$ cat config.mk
export PLATFORM = sky130hd
export DESIGN_NAME = img_cam_ctrl
export DESIGN_NICKNAME = d
export VERILOG_FILES = /design/src/rtl/img_cam_pkg.sv /design/src/rtl/img_cam_ctrl_rr_arb2.sv /design/src/rtl/img_cam_ctrl.sv
export SDC_FILE = /design/constraint.sdc
export NUM_CORES = 1
export LEC_CHECK = 0
export BUFFER_PORTS_ARGS = -buffer_cell sky130_fd_sc_hd__buf_2
export CORE_MARGIN = 4
export CORE_UTILIZATION = 30
export CTS_CLUSTER_SIZE = 24
export DETAILED_ROUTE_END_ITERATION = 8
export GPL_TIMING_DRIVEN = 0
export PLACE_DENSITY = 0.57
export SETUP_SLACK_MARGIN = 0.5
export SYNTH_ARGS = -nofsm -noshare
export SYNTH_HDL_FRONTEND = slang
export SYNTH_SLANG_ARGS = --single-unit
$ cat constraint.sdc
create_clock -name clk -period 2.3 [get_ports clk]
set_input_delay 0 -clock clk [delete_from_list [all_inputs] [get_ports clk]]
set_output_delay 0 -clock clk [all_outputs]
set_load 0.02 [all_outputs]
$ cat src/rtl/img_cam_pkg.sv
// Shared types and default widths for the ram_img CAM sequencer and its CAM instantiations.
package img_cam_pkg;

  localparam int CAM_KEY_W = 24;
  localparam int CAM_TAG_W = 14;

  // Round-robin pointer value that favours the load requester.
  localparam logic PTR_LD = 1'b0;

  typedef enum logic [2:0] {
    ST_IDLE,
    ST_WRITE,
    ST_SEARCH,
    ST_WAIT,
    ST_RESULT
  } cam_state_t;

endpackage

$ cat src/rtl/img_cam_ctrl_rr_arb2.sv
// Two-requester round-robin arbiter: bit 0 = load, bit 1 = search.
// The pointer flips only when both eligible requesters compete while update is enabled.
module rr_arb2
  import img_cam_pkg::*;
(
  input  logic       clk,
  input  logic       rst,
  input  logic [1:0] req,
  input  logic [1:0] elig,
  input  logic       upd_en,
  output logic [1:0] gnt
);

  logic       ptr;
  logic [1:0] cand;

  assign cand = req & elig;

  always_comb begin
    gnt = cand;
    if (cand == 2'b11) gnt = (ptr == PTR_LD) ? 2'b01 : 2'b10;
  end

  always_ff @(posedge clk) begin
    if (rst) ptr <= PTR_LD;
    else if (upd_en && cand == 2'b11) ptr <= ~ptr;
  end

endmodule

$ cat src/rtl/img_cam_ctrl.sv
// Sequencer for the ram_img CAM: arbitrates loads/searches, times we/match_en, returns results.
// state     | meaning
// ST_IDLE   | arbitrate between pending load and search requests
// ST_WRITE  | cam_we high for one cycle with captured key/tag
// ST_SEARCH | cam_match_en high for one cycle with captured key
// ST_WAIT   | down-count MATCH_LAT cycles, sample cam_match at terminal count
// ST_RESULT | hold res_valid/res_match until res_ready
module img_cam_ctrl
  import img_cam_pkg::*;
#(
  parameter  int KEY_W     = CAM_KEY_W,
  parameter  int TAG_W     = CAM_TAG_W,
  parameter  int DEPTH     = 16,
  parameter  int MATCH_LAT = 1,
  localparam int CNT_W     = $clog2(DEPTH + 1)
) (
  input  logic             clk,
  input  logic             rst,
  input  logic             ld_valid,
  output logic             ld_ready,
  input  logic [KEY_W-1:0] ld_key,
  input  logic [TAG_W-1:0] ld_tag,
  input  logic             sr_valid,
  output logic             sr_ready,
  input  logic [KEY_W-1:0] sr_key,
  output logic             res_valid,
  input  logic             res_ready,
  output logic             res_match,
  output logic             cam_we,
  output logic             cam_match_en,
  output logic [KEY_W-1:0] cam_addr,
  output logic [TAG_W-1:0] cam_din,
  input  logic             cam_match,
  output logic [CNT_W-1:0] count,
  output logic             full
);

  cam_state_t state;
  logic [2:0] wait_cnt;
  logic [1:0] gnt;
  logic       idle;

  assign idle     = (state == ST_IDLE) && !rst;
  assign full     = (count == CNT_W'(DEPTH));
  assign ld_ready = idle && gnt[0];
  assign sr_ready = idle && gnt[1];

  // A load is ineligible while full so a waiting search is never blocked by it.
  rr_arb2 u_arb (
    .clk    (clk),
    .rst    (rst),
    .req    ({sr_valid, ld_valid}),
    .elig   ({1'b1, !full}),
    .upd_en (idle),
    .gnt    (gnt)
  );

  always_ff @(posedge clk) begin
    if (rst) begin
      state        <= ST_IDLE;
      cam_we       <= 1'b0;
      cam_match_en <= 1'b0;
      cam_addr     <= '0;
      cam_din      <= '0;
      res_valid    <= 1'b0;
      res_match    <= 1'b0;
      count        <= '0;
      wait_cnt     <= '0;
    end else begin
      case (state)
        ST_IDLE: begin
          if (ld_valid && ld_ready) begin
            cam_addr <= ld_key;
            cam_din  <= ld_tag;
            cam_we   <= 1'b1;
            state    <= ST_WRITE;
          end else if (sr_valid && sr_ready) begin
            cam_addr     <= sr_key;
            cam_match_en <= 1'b1;
            state        <= ST_SEARCH;
          end
        end
        ST_WRITE: begin
          cam_we <= 1'b0;
          if (!full) count <= count + CNT_W'(1);
          state <= ST_IDLE;
        end
        ST_SEARCH: begin
          cam_match_en <= 1'b0;
          wait_cnt     <= 3'(MATCH_LAT - 1);
          state        <= ST_WAIT;
        end
        ST_WAIT: begin
          if (wait_cnt == 3'd0) begin
            res_match <= cam_match;
            res_valid <= 1'b1;
            state     <= ST_RESULT;
          end else begin
            wait_cnt <= wait_cnt - 3'd1;
          end
        end
        ST_RESULT: begin
          if (res_ready) begin
            res_valid <= 1'b0;
            res_match <= 1'b0;
            state     <= ST_IDLE;
          end
        end
        default: state <= ST_IDLE;
      endcase
    end
  end

endmodule

* After elaboration in Yosys (flattened, before gate mapping)
Cells that the tools add are included.
** Storage, ports and cells
- Flip-flop bits (word level) :: 54
- Input port bits :: 68
- Output and inout port bits :: 50
- Logic and storage cells :: 72
** Cells by class
- Add/sub/neg operators :: 2
- Eq/ne operators :: 13
- Mux-type cells :: 21
- Bitwise operators :: 3
- Reductions and logical operators :: 23
** Operators by type and width (number)
- two-way mux 24 bit :: 2
- two-way mux 3 bit :: 5
- one-hot mux 3 bit (4 select lines) :: 1
- AND reduction 2 bit :: 5
- nonzero test 2 bit :: 5
- AND reduction 3 bit :: 3
- != test 2 bit (second input constant) :: 4
- one-hot mux 1 bit (2 select lines) :: 4
- equality test 3 x 2 -> 1 bit (second input constant) :: 2
- logical AND 1 bit :: 6
- zero test 3 bit :: 2
- two-way mux 1 bit :: 6
- one-hot mux 3 bit (2 select lines) :: 1
- adder 5 x 1 -> 5 bit (second input constant) :: 1
- equality test 5 bit (second input constant) :: 1
- two-way mux 2 bit :: 2
- != test 2 x 1 -> 1 bit (second input constant) :: 2
- equality test 3 x 1 -> 1 bit (second input constant) :: 1
- equality test 3 bit (second input constant) :: 1
- != test 3 x 1 -> 1 bit (second input constant) :: 1
- subtractor 3 x 1 -> 3 bit (second input constant) :: 1
- AND 2 bit :: 1
- equality test 2 bit (second input constant) :: 1
- zero test 1 bit :: 2
- NOT 1 bit :: 2

* Depth between registers and ports, before layout
- Word-level depth :: 10
- Gate-level depth with buffers :: 9
- Depth with buffers taken out :: 7

* By module
A second synthesis with hierarchy kept.
** Unflattened totals
- Cells, all modules :: 308
- Area total of the unflattened synthesis :: 2557.5 sq um
** By module, submodules not included
- img_cam_ctrl :: instances 1, cells each 298, area an instance 2494.9 sq um, sequential area each 1061.0 sq um
- rr_arb2 :: instances 1, cells each 10, area an instance 62.6 sq um, sequential area each 20.0 sq um

* Worst setup path before layout
Ideal clock, no wire load.
- Path type :: reg2reg
- Start :: register count[0]
- End :: register cam_addr[0]
- Library setup time :: 123 ps
- Arrival time :: 1856 ps
- Data required time :: 2177 ps
- Path slack :: 321 ps
- Cell stages (with the launch flop) :: 10
- Buffers on the path :: 3
- Clock period less this slack :: 1979 ps
- Path through :: dfxtp_1 inv_1 ha_1 nand4bb_1 buf_2 inv_1 a211oi_4 buf_6 buf_4 a31oi_1
** On the way
- Word-level cells in the longest chain between the ends :: 9
- Elaborated cells on any way between the ends :: 12
- Those cells by class :: 2 x eq/ne; 2 x mux; 1 x bitwise; 7 x reduce/logical
** RTL lines
- start, declared :: RTL line img_cam_ctrl.sv:34 : output logic [CNT_W-1:0] count,
- start signal, assigned :: RTL line img_cam_ctrl.sv:85 : if (!full) count <= count + CNT_W'(1);
- equality test 5 bit (*) :: RTL line img_cam_ctrl.sv:44 : assign full = (count == CNT_W'(DEPTH));
- net full :: RTL line img_cam_ctrl.sv:35 : output logic full
- zero test 1 bit (*)
- AND 2 bit (*) :: RTL line img_cam_ctrl_rr_arb2.sv:17 : assign cand = req & elig;
- equality test 2 bit :: RTL line img_cam_ctrl_rr_arb2.sv:21 : if (cand == 2'b11) gnt = (ptr == PTR_LD) ? 2'b01 : 2'b10;
- two-way mux 2 bit (*) :: RTL line img_cam_ctrl_rr_arb2.sv:21
- logical AND 1 bit (on tied branches) :: RTL line img_cam_ctrl.sv:45, img_cam_ctrl.sv:46
- logical AND 1 bit (on tied branches) :: RTL line img_cam_ctrl.sv:72, img_cam_ctrl.sv:77
- nonzero test 2 bit (no line)
- AND reduction 2 bit (no line)
- end signal, assigned :: RTL line img_cam_ctrl.sv:73 : cam_addr <= ld_key;
- end signal, assigned :: RTL line img_cam_ctrl.sv:78 : cam_addr <= sr_key;
- end, declared :: RTL line img_cam_ctrl.sv:31 : output logic [KEY_W-1:0] cam_addr,
The timed path passes the listed nets; every way through them passes the cells marked *.
A chain may end at the register's enable or synchronous reset.

* Final worst setup path
- Start :: register state[0]
- End :: register cam_addr[12]
** On the way
- Word-level cells in the longest chain between the ends :: 6
- Elaborated cells on any way between the ends :: 9
- Those cells by class :: 1 x mux; 8 x reduce/logical
** RTL lines
- start, declared :: RTL line img_cam_ctrl.sv:38 : cam_state_t state;
- start signal, assigned :: RTL line img_cam_ctrl.sv:60 : state <= ST_IDLE;
- start signal, assigned :: RTL line img_cam_ctrl.sv:76 : state <= ST_WRITE;
- start signal, assigned :: RTL line img_cam_ctrl.sv:80 : state <= ST_SEARCH;
- zero test 3 bit (*) :: RTL line img_cam_ctrl.sv:43, img_cam_ctrl.sv:70
- logical AND 1 bit :: RTL line img_cam_ctrl.sv:43 : assign idle = (state == ST_IDLE) && !rst;
- logical AND 1 bit (on tied branches) :: RTL line img_cam_ctrl.sv:45, img_cam_ctrl.sv:46
- logical AND 1 bit (on tied branches) :: RTL line img_cam_ctrl.sv:72, img_cam_ctrl.sv:77
- nonzero test 2 bit (no line)
- AND reduction 2 bit (no line)
Every way passes the cells marked *; elsewhere a longest branch is shown, timed or not.

==> out/metrics.cfg <==
[outcome]
status = finished clean

[run]
drv_cap = 0

[finish]
final_util_pct = 55.20
stdcell_area_sq_mm = 0.004046
area_growth_pct = 77.50
nNetsFinal = 560
drive_gt1_share_pct = 36.27
antenna_cells = 0

[placed_design]
place_area_sq_mm = 0.002998
dpl.hpwl_mm = 5.056
place_congestion = 0.7214
place_ws_ns = 0.3189
port_buffers = 117

[synthesis]
synthTopCellsByArea = dfxtp_1, nand2_1, a31oi_1, o21ai_0, a21oi_1
ys_top_cells_by_count = nand2_1, dfxtp_1, a31oi_1
synth_flop_cell = dfxtp_1
synth_edf_count = 0
syn_inst = 284
yosysTopAreaCellShare_pct = 47.42
avgSynthCellArea_sq_um = 8.027
syn-num-nets = 356
yosys_register_bits = 54
synthArstFlopShare_pct = 0
syn_area_sq_mm = 0.002280
yosysWarnings = 0
post-synth-top-area-cell = dfxtp_1
synth_cell_type_count = 35
synth_most_common_cell = nand2_1
synth-seq-area-share_pct = 47.42

[pwr]
p_switching_mw = 0.6996
peakVddDrop_mv = 0.2965
power_frac_seq_pct = 47.2
comb_power_share_pct = 29.5
swShare_pct = 31.36
power_density_mw_per_mm2 = 551.2
cellInternalPower_mw = 1.531
pwr-share-clk_pct = 23.3
p_leak_nw = 1.867

[setup_path]
worstPathArrival_ns = 1.98
critPathLaunch = state[0]
path_max_fanout = 7
critical_path_class = register to register
end_kind = register
r2r_start = state[0]
start_kind = register
required_ns = 2.50

[die]
num_rows = 31
fp.dieW_microns = 95.17
initial_utilization_pct = 31.10
chipHeight_microns = 95.17
coreArea_sq_mm = 0.007331
die_area_sq_mm = 0.009057
num_io_pins = 118

[sta]
fin_crit_sh_pct = 77.13
fin_ws_ns = 0.5259
final_hold_viol_count = 0
drv_slew = 0
worst_pin_slew_ns = 0.6971
skew_ns = 0.01190
fin_crit_ns = 1.774
setup_total_negative_slack_ns = 0
max_slew_margin_pct = 53.42
fmax_mhz = 563.7
setup_violations = 0
rsz0062_at_grt = yes

[route]
drtAntennaViolNets = 0
drc = 0
num_vias = 2749
first_iter_violations = 50
drtPass1Iterations = 4
wire_per_inst_microns = 14.01
viasPerCell = 4.683
drt-total-wl_mm = 8.221

[global_routing]
antenna_found_initial = 0
grt_util_all_layers_pct = 17.79
grt_pass1_vias = 2756
grt_pass1_wl_mm = 12.91
grt_max_degree = 16
grt_remaining_overflow = 0

[cts]
cts_tree = yes
cts_buffers = 5
clkSlewWorstSetupHoldPaths_ns = 0.10
cts_buffer_depth = 2
cts_num_sinks = 54
root_buffer = clkbuf_8
htreeDepth = 2
clk_latency_ns = 0.31

[min_path]
min_from = sr_valid
hold_class = input port to register

flip-flops by register name, indices dropped and copies added, names as in the netlist:
signal / flops
cam_din: 14
res_valid: 1
cam_addr: 24
wait_cnt: 3
cam_we: 1
state: 3
count: 5
u_arb.ptr: 1
res_match: 1
cam_match_en: 1
cells in the final DEF (no fill, tap or decap), types with 3 or more instances in the layout:
cell type      count
buf_4             13
a31oi_1           21
and3_1             3
nor2_1            11
nand4_1            3
dfxtp_2            4
clkbuf_8           5
nand2_1           84
xnor2_1            3
inv_1              5
buf_2            118
o21ai_1           11
ha_1               3
a21oi_1           18
xor2_1             3
a31oi_4            4
clkbuf_2           3
dlygate4sd3_1     64
buf_6              5
o21ai_0           12
nand3_1            6
dfxtp_1           49
buf_8              4
layout make-up:
type | instances | area [sq um]
Buffer | 17 | 141.4
Clock buffer | 5 | 68.82
Clock inverter | 2 | 10.01
Fill cell | 656 | 3284
Inverter | 9 | 41.29
Multi-Input combinational cell | 204 | 1176
Sequential cell | 54 | 1090
Tap cell | 99 | 123.9
Timing Repair Buffer | 197 | 1395
worst paths after layout:
path / endpoint / slack [ns] / cells after the start
setup / recovery: cam_addr[12] / 0.53 / 6
hold / removal: u_arb.ptr / 0.08 / 4
setup reg to reg: cam_addr[12] / 0.53 / 6
hold reg to reg: cam_din[6] / 0.46 / 2
power by group through the flow:
stage	registers, mW	logic, mW	clock network, mW
2_1_floorplan	1.15	0.201	0
3_3_place_gp	1.07	0.464	0
3_5_place_dp	1.07	0.467	0
4_1_cts	1.05	0.565	0.545
5_1_grt	1.06	0.713	0.569
6_report	1.05	0.657	0.520
worst max-delay path, cell delays in order (launching register included):
cell	delay, ns
dfxtp_2	0.36
or4_4	0.58
a211oi_4	0.18
buf_6	0.17
buf_8	0.15
clkbuf_16	0.16
a31oi_4	0.07
timing repair:
action,CTS,global route
resized for setup,12,40
cloned,1,3
endpoints found under the hold margin,40,0
buffers inserted,3,9
setup endpoints to repair,33,36
hold buffers,64,0
pin swaps,1,2
cell families (layout without fill, tap and decap cells):
logic type      after synthesis  in the layout  synth area share (%)
compound gates               76             76                 19.81
xor+xnor                      6              6                 2.306
fa+ha+maj                     4              4                 2.195
buf+inv                      26            230                 6.201
flops                        54             54                 47.42
simple gates                118            118                 22.06
layer usage:
layer / part of all wire [%] / GRT usage, % / up-vias
met5: 0 / 0 / -
met4: 1.0 / 4.447 / 0
met3: 9.4 / 5.998 / 7
met2: 47 / 31.20 / 118
met1: 43 / 20.73 / 1248
li1: - / - / 1376
through the flow:
| stage | power, mW | hold WS [ns] | instances |
|---|---|---|---|
| 3_3_place_gp | 1.533 | 0.2460 | 500 |
| 5_1_grt | 2.345 | 0.1487 | 587 |
| 2_1_floorplan | 1.350 | 0.1360 | 284 |
| 6_report | 2.230 | 0.08497 | 587 |
| 3_5_place_dp | 1.537 | 0.2495 | 500 |
| 4_1_cts | 2.161 | 0.06495 | 575 |
(Power assumes the default switching activity.)
